**src/rtl/shift_issue_stage_pkg.sv**
```systemverilog
// Shared definitions for the shift issue stage: shift-kind encoding, default widths
// and the bit positions of the architectural flags.
package shift_issue_stage_pkg;

    localparam int AMT_W_DEF = 8;
    localparam int RD_W_DEF  = 5;

    localparam int FLAG_N = 2;
    localparam int FLAG_Z = 1;
    localparam int FLAG_C = 0;

    typedef enum logic [1:0] {
        KIND_PASS  = 2'd0,
        KIND_SHIFT = 2'd1,
        KIND_EQ32  = 2'd2,
        KIND_OVER  = 2'd3
    } shiftKind_e;

    // Bit shifted in from the top: the sign only for arithmetic right shifts
    function automatic logic fillBit(input logic msb, input logic right, input logic arith);
        return msb & right & arith;
    endfunction

endpackage

```
**src/rtl/shift_issue_stage_amt_decode.sv**
```systemverilog
// Classifies a requested shift amount and resolves the results of the amounts
// the 5-bit barrel shifter cannot express (0, 32 and above 32).
module shift_issue_stage_amt_decode
    import shift_issue_stage_pkg::*;
#(
    parameter int AMT_W = AMT_W_DEF
) (
    input  logic [31:0]      d_i,
    input  logic [AMT_W-1:0] amt_i,
    input  logic             right_i,
    input  logic             arith_i,
    output shiftKind_e       kind_o,
    output logic [31:0]      ovrResult_o,
    output logic             ovrCarry_o,
    output logic [4:0]       sa_o
);

    logic fill;

    // PASS and SHIFT keep d as the override value; only EQ32/OVER replace it
    always_comb begin
        fill        = fillBit(d_i[31], right_i, arith_i);
        ovrResult_o = d_i;
        ovrCarry_o  = 1'b0;
        sa_o        = 5'd0;
        if (amt_i == '0) begin
            kind_o = KIND_PASS;
        end else if (amt_i < AMT_W'(32)) begin
            kind_o = KIND_SHIFT;
        end else if (amt_i == AMT_W'(32)) begin
            kind_o = KIND_EQ32;
        end else begin
            kind_o = KIND_OVER;
        end

        case (kind_o)
            KIND_SHIFT: sa_o = amt_i[4:0];
            KIND_EQ32: begin
                if (right_i) begin
                    ovrResult_o = {32{fill}};
                    ovrCarry_o  = d_i[31];
                end else begin
                    ovrResult_o = 32'h0;
                    ovrCarry_o  = d_i[0];
                end
            end
            KIND_OVER: begin
                ovrResult_o = {32{fill}};
                ovrCarry_o  = fill;
            end
            default: ;
        endcase
    end

endmodule

```
**src/rtl/shift_issue_stage.sv**
```systemverilog
// Two-stage shift execute stage: S1 holds the decoded op and drives the external
// barrel shifter, S2 holds the result for writeback and owns the N/Z/C flags.
module shift_issue_stage
    import shift_issue_stage_pkg::*;
#(
    parameter int AMT_W = AMT_W_DEF,
    parameter int RD_W  = RD_W_DEF
) (
    input  logic             clk,
    input  logic             rst,
    input  logic             in_valid,
    output logic             in_ready,
    input  logic [31:0]      in_d,
    input  logic [AMT_W-1:0] in_amt,
    input  logic             in_right,
    input  logic             in_arith,
    input  logic             in_setf,
    input  logic [RD_W-1:0]  in_rd,
    output logic [31:0]      sh_d,
    output logic [4:0]       sh_sa,
    output logic             sh_right,
    output logic             sh_arith,
    input  logic [31:0]      sh_result,
    input  logic             sh_c,
    output logic             out_valid,
    input  logic             out_ready,
    output logic [31:0]      out_result,
    output logic             out_c,
    output logic [RD_W-1:0]  out_rd,
    output logic             flag_n,
    output logic             flag_z,
    output logic             flag_c
);

    logic             s1Valid_q, s1Valid_d;
    logic [31:0]      s1D_q, s1D_d;
    logic [4:0]       s1Sa_q, s1Sa_d;
    logic             s1Right_q, s1Right_d;
    logic             s1Arith_q, s1Arith_d;
    logic             s1Setf_q, s1Setf_d;
    logic [RD_W-1:0]  s1Rd_q, s1Rd_d;
    shiftKind_e       s1Kind_q, s1Kind_d;
    logic [31:0]      s1OvrResult_q, s1OvrResult_d;
    logic             s1OvrC_q, s1OvrC_d;

    logic             s2Valid_q, s2Valid_d;
    logic [31:0]      s2Result_q, s2Result_d;
    logic             s2C_q, s2C_d;
    logic             s2KeepC_q, s2KeepC_d;
    logic             s2Setf_q, s2Setf_d;
    logic [RD_W-1:0]  s2Rd_q, s2Rd_d;

    logic [2:0]       flags_q, flags_d;

    shiftKind_e       decKind;
    logic [31:0]      decOvrResult;
    logic             decOvrCarry;
    logic [4:0]       decSa;

    logic             accept;
    logic             s1Advance;
    logic             retire;

    shift_issue_stage_amt_decode #(.AMT_W(AMT_W)) uDecode (
        .d_i         (in_d),
        .amt_i       (in_amt),
        .right_i     (in_right),
        .arith_i     (in_arith),
        .kind_o      (decKind),
        .ovrResult_o (decOvrResult),
        .ovrCarry_o  (decOvrCarry),
        .sa_o        (decSa)
    );

    // Handshakes are pure register ANDs/ORs so out_ready reaches in_ready in one level
    assign s1Advance = s1Valid_q & (~s2Valid_q | out_ready);
    assign retire    = s2Valid_q & out_ready;
    assign in_ready  = ~s1Valid_q | ~s2Valid_q | out_ready;
    assign accept    = in_valid & in_ready;

    assign sh_d     = s1D_q;
    assign sh_sa    = s1Sa_q;
    assign sh_right = s1Right_q;
    assign sh_arith = s1Arith_q & s1Right_q;

    assign out_valid  = s2Valid_q;
    assign out_result = s2Result_q;
    assign out_c      = s2KeepC_q ? flags_q[FLAG_C] : s2C_q;
    assign out_rd     = s2Rd_q;
    assign flag_n     = flags_q[FLAG_N];
    assign flag_z     = flags_q[FLAG_Z];
    assign flag_c     = flags_q[FLAG_C];

    always_comb begin
        s1Valid_d     = s1Valid_q;
        s1D_d         = s1D_q;
        s1Sa_d        = s1Sa_q;
        s1Right_d     = s1Right_q;
        s1Arith_d     = s1Arith_q;
        s1Setf_d      = s1Setf_q;
        s1Rd_d        = s1Rd_q;
        s1Kind_d      = s1Kind_q;
        s1OvrResult_d = s1OvrResult_q;
        s1OvrC_d      = s1OvrC_q;
        s2Valid_d     = s2Valid_q;
        s2Result_d    = s2Result_q;
        s2C_d         = s2C_q;
        s2KeepC_d     = s2KeepC_q;
        s2Setf_d      = s2Setf_q;
        s2Rd_d        = s2Rd_q;
        flags_d       = flags_q;

        if (accept) begin
            s1Valid_d     = 1'b1;
            s1D_d         = in_d;
            s1Sa_d        = decSa;
            s1Right_d     = in_right;
            s1Arith_d     = in_arith;
            s1Setf_d      = in_setf;
            s1Rd_d        = in_rd;
            s1Kind_d      = decKind;
            s1OvrResult_d = decOvrResult;
            s1OvrC_d      = decOvrCarry;
        end else if (s1Advance) begin
            s1Valid_d = 1'b0;
        end

        // PASS carry is left open here and filled in from flag_c when it retires
        if (s1Advance) begin
            s2Valid_d  = 1'b1;
            s2Result_d = (s1Kind_q == KIND_SHIFT) ? sh_result : s1OvrResult_q;
            s2C_d      = (s1Kind_q == KIND_SHIFT) ? sh_c : s1OvrC_q;
            s2KeepC_d  = (s1Kind_q == KIND_PASS);
            s2Setf_d   = s1Setf_q;
            s2Rd_d     = s1Rd_q;
        end else if (retire) begin
            s2Valid_d = 1'b0;
        end

        if (retire && s2Setf_q) begin
            flags_d[FLAG_N] = out_result[31];
            flags_d[FLAG_Z] = (out_result == 32'h0);
            flags_d[FLAG_C] = out_c;
        end
    end

    always_ff @(posedge clk) begin
        if (rst) begin
            s1Valid_q     <= 1'b0;
            s1D_q         <= 32'h0;
            s1Sa_q        <= 5'd0;
            s1Right_q     <= 1'b0;
            s1Arith_q     <= 1'b0;
            s1Setf_q      <= 1'b0;
            s1Rd_q        <= '0;
            s1Kind_q      <= KIND_PASS;
            s1OvrResult_q <= 32'h0;
            s1OvrC_q      <= 1'b0;
            s2Valid_q     <= 1'b0;
            s2Result_q    <= 32'h0;
            s2C_q         <= 1'b0;
            s2KeepC_q     <= 1'b0;
            s2Setf_q      <= 1'b0;
            s2Rd_q        <= '0;
            flags_q       <= 3'b000;
        end else begin
            s1Valid_q     <= s1Valid_d;
            s1D_q         <= s1D_d;
            s1Sa_q        <= s1Sa_d;
            s1Right_q     <= s1Right_d;
            s1Arith_q     <= s1Arith_d;
            s1Setf_q      <= s1Setf_d;
            s1Rd_q        <= s1Rd_d;
            s1Kind_q      <= s1Kind_d;
            s1OvrResult_q <= s1OvrResult_d;
            s1OvrC_q      <= s1OvrC_d;
            s2Valid_q     <= s2Valid_d;
            s2Result_q    <= s2Result_d;
            s2C_q         <= s2C_d;
            s2KeepC_q     <= s2KeepC_d;
            s2Setf_q      <= s2Setf_d;
            s2Rd_q        <= s2Rd_d;
            flags_q       <= flags_d;
        end
    end

endmodule
```
**config.mk**
```make
export PLATFORM = sky130hd
export DESIGN_NAME = shift_issue_stage
export DESIGN_NICKNAME = d
export VERILOG_FILES = /design/src/rtl/shift_issue_stage_pkg.sv /design/src/rtl/shift_issue_stage_amt_decode.sv /design/src/rtl/shift_issue_stage.sv
export SDC_FILE = /design/constraint.sdc
export NUM_CORES = 1
export LEC_CHECK = 0
export ABC_AREA = 1
export CAP_MARGIN = 20
export CORE_MARGIN = 2
export CORE_UTILIZATION = 46
export DETAILED_ROUTE_END_ITERATION = 8
export PLACE_DENSITY = 0.8
export RECOVER_POWER = 50
export SETUP_SLACK_MARGIN = 0.15
export SLEW_MARGIN = 20
export SYNTH_ARGS = -nofsm -noshare
export SYNTH_HDL_FRONTEND = slang
export SYNTH_SLANG_ARGS = --single-unit
```
**constraint.sdc**
```tcl
create_clock -name clk -period 1.38 [get_ports clk]
set_input_delay 0.138 -clock clk [delete_from_list [all_inputs] [get_ports clk]]
set_output_delay 0.138 -clock clk [all_outputs]
set_load 0.05 [all_outputs]
```
Word level (Yosys, flattened, before mapping)
Cells that the tools add are included.
- divide/modulo/power cells: 0
- mux-type cells: 15
- $lt $le $gt $ge: 1
- shift-type cells: 0
- multipliers: 0
- equality and inequality tests: 5
- add/sub/neg operators: 0
- bitwise gates (word level): 11
- reduce and logical (&&, ||, !) cells: 6
- operators with widths (kind ; number):
    32-bit 2-to-1 mux ; 2
    32-bit one-hot mux with 2 select lines ; 1
    32-bit zero test ; 1
    8-bit by 6-bit == test with 1-bit output, second input constant ; 1
    8-bit zero test ; 1
    8-bit by 6-bit < comparator with 1-bit output, second input constant ; 1
    1-bit 2-to-1 mux ; 8
    1-bit AND ; 6
    5-bit 2-to-1 mux ; 1
    2-bit by 1-bit == test with 1-bit output, second input constant ; 2
    2-bit == test, second input constant ; 2
    2-bit 2-to-1 mux ; 2
    2-bit nonzero test ; 2
    1-bit bitwise OR ; 3
    2-bit zero test ; 1
    1-bit inverter ; 2
    1-bit one-hot mux with 2 select lines ; 1
    1-bit logical AND ; 1
- memories kept: 0
- RAM bits: 0
- register bits after elaboration: 125
- input bits: 85
- latch bits: 0
- output and inout bits: 82
- memory bits (read-only): 0
- word-level logic and storage cells: 55

Longest topological paths before layout
- depth after elaboration: 6
- depth in mapped cells: 9
- mapped depth without buffers: 8

By module
Synthesis repeated with hierarchy kept, for this count alone.
- cells, all modules: 723
- area, all modules: 5158.7 µm²
- modules (own cells, without submodules) (module ; sequential area each (µm²) ; times used ; cells each ; area an instance (µm²)):
    shift_issue_stage ; 2502.4 ; 1 ; 619 ; 4703.3
    shift_issue_stage_amt_decode ; 0.0 ; 1 ; 104 ; 455.4

Least setup slack after synthesis
OpenSTA, ideal clock, no wires.
- path type: register -> register
- from: register flags_q[0]
- to: register flags_q[0]
- setup slack: -0.527 ns
- required time: 1.309 ns
- stages on the path, launching flop included: 5
- period minus slack after synthesis: 1.907 ns
- setup time: 0.071 ns
- path buffers: 0
- data arrival time: 1.836 ns
- path through: dfxtp_1 inv_1 a21oi_1 o21ai_0 a21oi_1
- longest elaborated chain between the ends: 1
- ends and longest elaborated chain (element ; RTL line ; text):
    start: declaration ; shift_issue_stage.sv:53 ; logic [2:0] flags_q, flags_d;
    start signal: assignment ; shift_issue_stage.sv:183 ; flags_q <= flags_d;
    1-bit 2-to-1 mux ; shift_issue_stage.sv:88 ; assign out_c = s2KeepC_q ? flags_q[FLAG_C] : s2C_q;
    named net out_c ; shift_issue_stage.sv:28 ; output logic out_c,
The timed path passes the listed nets, and every way through them passes these cells.
A chain may end at the register's enable or synchronous reset.

Worst setup path in the final report
- from: register s2Valid_q, in the netlist out_valid
- to: register s1OvrResult_q[27]
- longest elaborated chain between the ends: 4
- ends and longest elaborated chain (element ; RTL line ; text):
    start: declaration ; shift_issue_stage.sv:46 ; logic s2Valid_q, s2Valid_d;
    start signal: assignment ; shift_issue_stage.sv:177 ; s2Valid_q <= s2Valid_d;
    1-bit inverter ; shift_issue_stage.sv:78 ; assign in_ready = ~s1Valid_q | ~s2Valid_q | out_ready;
    1-bit bitwise OR (2 in a row) ; shift_issue_stage.sv:78 ;
    1-bit AND ; shift_issue_stage.sv:79 ; assign accept = in_valid & in_ready;
    end signal: assignment ; shift_issue_stage.sv:175 ; s1OvrResult_q <= s1OvrResult_d;
    end: declaration ; shift_issue_stage.sv:43 ; logic [31:0] s1OvrResult_q, s1OvrResult_d;
Every way passes these cells.

==> results.toml <==
[power]
clkPwrFrac = 0.425
p_leak_nw = 3.54
ir_worst_vdd_mv = 0.792
power_frac_seq = 0.357
p_comb_frac = 0.218
intPower_mw = 8.02
p_per_area_nw_per_um2 = 1280
switching_share = 0.297
switchingPower_mw = 3.39

[cts]
holdBufCountCts = 0
h-tree-depth = 4
cts_root_buf = "clkbuf_8"
clkLatencyLatePin_ns = 0.53
cts_tree = "yes"
cts_inserted_buffers = 17
clockBufferDepth = 2
clk_pin_slew_worst_paths_ns = 0.07
cts.sinks = 125

[drt]
vias = 5952
avgViaCountPerCell = 5.89
ant_nets = 0
drt-initial-drc-count = 593
postRouteWirelength_um = 21000
drcViolationCount = 0
wl_per_cell_um = 20.7
firstDrtPassIters = 5

[final_layout]
final-seq-area_um2 = 2530
n_antenna_cell = 0
final.fill_count = 592
final_core_util = 0.830
syn2layout_area_growth_pct = 78.2
final_nets = 942
multi_input_area_um2 = 2590
drive_above_1_share = 0.343

[floorplan]
start_util = 0.466
die-area_um2 = 11700
ios = 167
fp.dieH_um = 108
num_rows = 38
core_area_um2 = 10700
die_width_um = 108

[global_routing]
grt_pass1_wl_um = 28300
grt_max_degree = 66
grtUsageTotal = 0.312
grt_pass1_vias = 5738
antenna_found_initial = 0
overflow = 0

[run]
cap_violations = 0

[yosys]
syn_area_um2 = 5000
synth_seq_cells = 125
synth_nets = 751
synth_xor_area_frac = 0
synth_adder_area_share = 0
syn_avg_cell_area_um2 = 7.51
ys_types = 23
synth_seq_area_share = 0.500
synth_top_family_by_area = "compound AO/OA/AOI/OAI gates"
synthSimpleGateAreaFrac = 0.150
synth_mux_area_frac = 0
yosysWarningCount = 0
synth-compound-area-share = 0.264
syn_inst = 666

[place]
dp_slack_ns = -0.252
hpwl_um = 11300
gp_congestion = 0.883
portBuffers = 166

[hold_path]
whs_path_depth = 3
hold_class = "input pin to flop"

[status]
outcome = "finished with violations"
violations = "negative setup slack"

[sta]
rsz0062_at_grt = "yes"
worst_slack_ns = -0.0780
fin_skew_ns = 0.00873
period_needed_ns = 1.46
timing.slew.headroom = 0.726
fin_setup_tns_ns = -0.374
finalSetupViolCount = 10
finalHoldViolCount = 0
fmax_mhz = 686
tightest_slew_ns = 0.406
slew_viol_final = 0
fin_crit_sh = 1.06

[worst_setup_path]
slowest_delay_ns = 0.36
required_ns = 1.84
cp-end-kind = "flop"
cp_max_fo = 18
worstPathCellList = "nand3_4 -> nand2_8 -> inv_4 -> buf_4 -> nand2_1 -> a21oi_1"
critPathArrivalTime_ns = 1.91
critical_path_class = "flop to flop"
start_kind = "flop"
reg2reg_depth = 6
crit_slowest_cell = "dfxtp_4"
-- kinds of logic after synthesis --
logic type	after synthesis
and+or+nand+nor	190
buffers and inverters	91
AOI/OAI and AO/OA	260
DFF	125
-- power groups by stage --
| stage | registers (mW) | clock network, mW | logic, mW |
|---|---|---|---|
| after detailed placement | 4.10 | 0 | 2.17 |
| final | 4.07 | 4.85 | 2.48 |
| after global routing | 4.09 | 5.03 | 2.59 |
| after CTS | 4.04 | 4.82 | 2.27 |
| after floorplan | 4.53 | 0 | 0.632 |
| after global placement | 4.09 | 0 | 2.12 |
-- cell usage after synthesis, drive strengths merged --
library cell  count  area, µm²
and2              1       6.26
dfxtp           125       2500
o21a              1       7.51
a21oi           141        709
nor3              1       5.00
a211oi            1       7.51
buf              28        191
nor2             60        225
nand2           119        454
o211a             1       10.0
inv              41        154
nand3             9       57.6
clkbuf           22       88.8
o21ai           116        584
-- sequential cells by signal, summed over array words and instances (netlist names), 2 cells and up --
register and cells:
sh_d 32, s1OvrResult_q 32, flags_q 3, out_result 32, out_rd 5, sh_sa 5, s1Rd_q 5, s1Kind_q 2
-- stage by stage --
stage | area (µm²) | power [mW] | std cells | hold WS (ns)
after CTS | 8500 | 11.1 | 1004 | 0.0732
after floorplan | 5170 | 5.16 | 666 | 0.279
after global routing | 8920 | 11.7 | 1010 | 0.0826
after detailed placement | 7640 | 6.26 | 963 | 0.458
final | 8920 | 11.4 | 1010 | 0.0885
after global placement | 7640 | 6.21 | 963 | 0.453
-- cell usage in the layout (no fill, tap or decap), types with 2 or more instances in the layout --
cell and n:
buf_8 4, buf_4 29, clkdlybuf4s50_1 83, buf_6 24, nor2_4 4, nand2_4 3
dfxtp_4 2, clkinvlp_4 2, inv_1 35, clkbuf_16 18, dfxtp_1 104, clkbuf_1 3
o21ai_0 68, inv_6 3, nand3_1 7, bufinv_16 4, clkbuf_2 7, o21ai_1 27
nand2_8 2, clkinv_4 3, a21oi_4 15, a21oi_1 74, clkbuf_8 4, nor2_1 55
inv_2 4, nand2_2 3, nand2_1 111, a21oi_2 52, buf_12 65, o21ai_2 21
clkbuf_4 4, dfxtp_2 19
-- final cells by class --
cell class              count  area share
inverters                  41      0.0181
clock inverters            12      0.0206
flip-flops and latches    125       0.284
well taps                 140      0.0196
multi-input cells         450       0.291
clock buffers              20      0.0511
repair buffers            222       0.315
-- routing by layer --
| metal | global-route usage | wire (µm) | up-vias |
|---|---|---|---|
| met3 | 0.0910 | 1970 | 111 |
| met1 | 0.349 | 7520 | 2834 |
| met2 | 0.549 | 10300 | 416 |
| met4 | 0.136 | 1200 | 0 |
| met5 | 0 | 0 | - |
| li1 | - | - | 2591 |
-- timing repair --
action / in CTS / in global routing
gates cloned: 2 / 3
setup buffers: 7 / 3
gates resized for setup: 65 / 181
endpoints found under the setup margin: 95 / 115
pin swaps: 5 / 20
-- path summary, 6_finish.rpt --
kind / start / to / slack, ns
worst max-delay path: out_valid$_SDFFE_PP0P_ / s1OvrResult_q[27]$_SDFFE_PP0P_ / -0.08
worst min-delay path: rst / flags_q[1]$_SDFFE_PP0P_ / 0.09
worst min register to register: sh_sa[1]$_SDFFE_PP0P_ / sh_sa[1]$_SDFFE_PP0P_ / 0.48
worst max register to register: out_valid$_SDFFE_PP0P_ / s1OvrResult_q[27]$_SDFFE_PP0P_ / -0.08
-- critical path, delay by kind of cell, from the launching register on --
family / cells / cell delay, ns
simple gates: 3 / 0.33
compound gates: 1 / 0.21
flops: 1 / 0.36
buf+inv: 2 / 0.47
No activity file was read; power rests on OpenSTA's default activity.
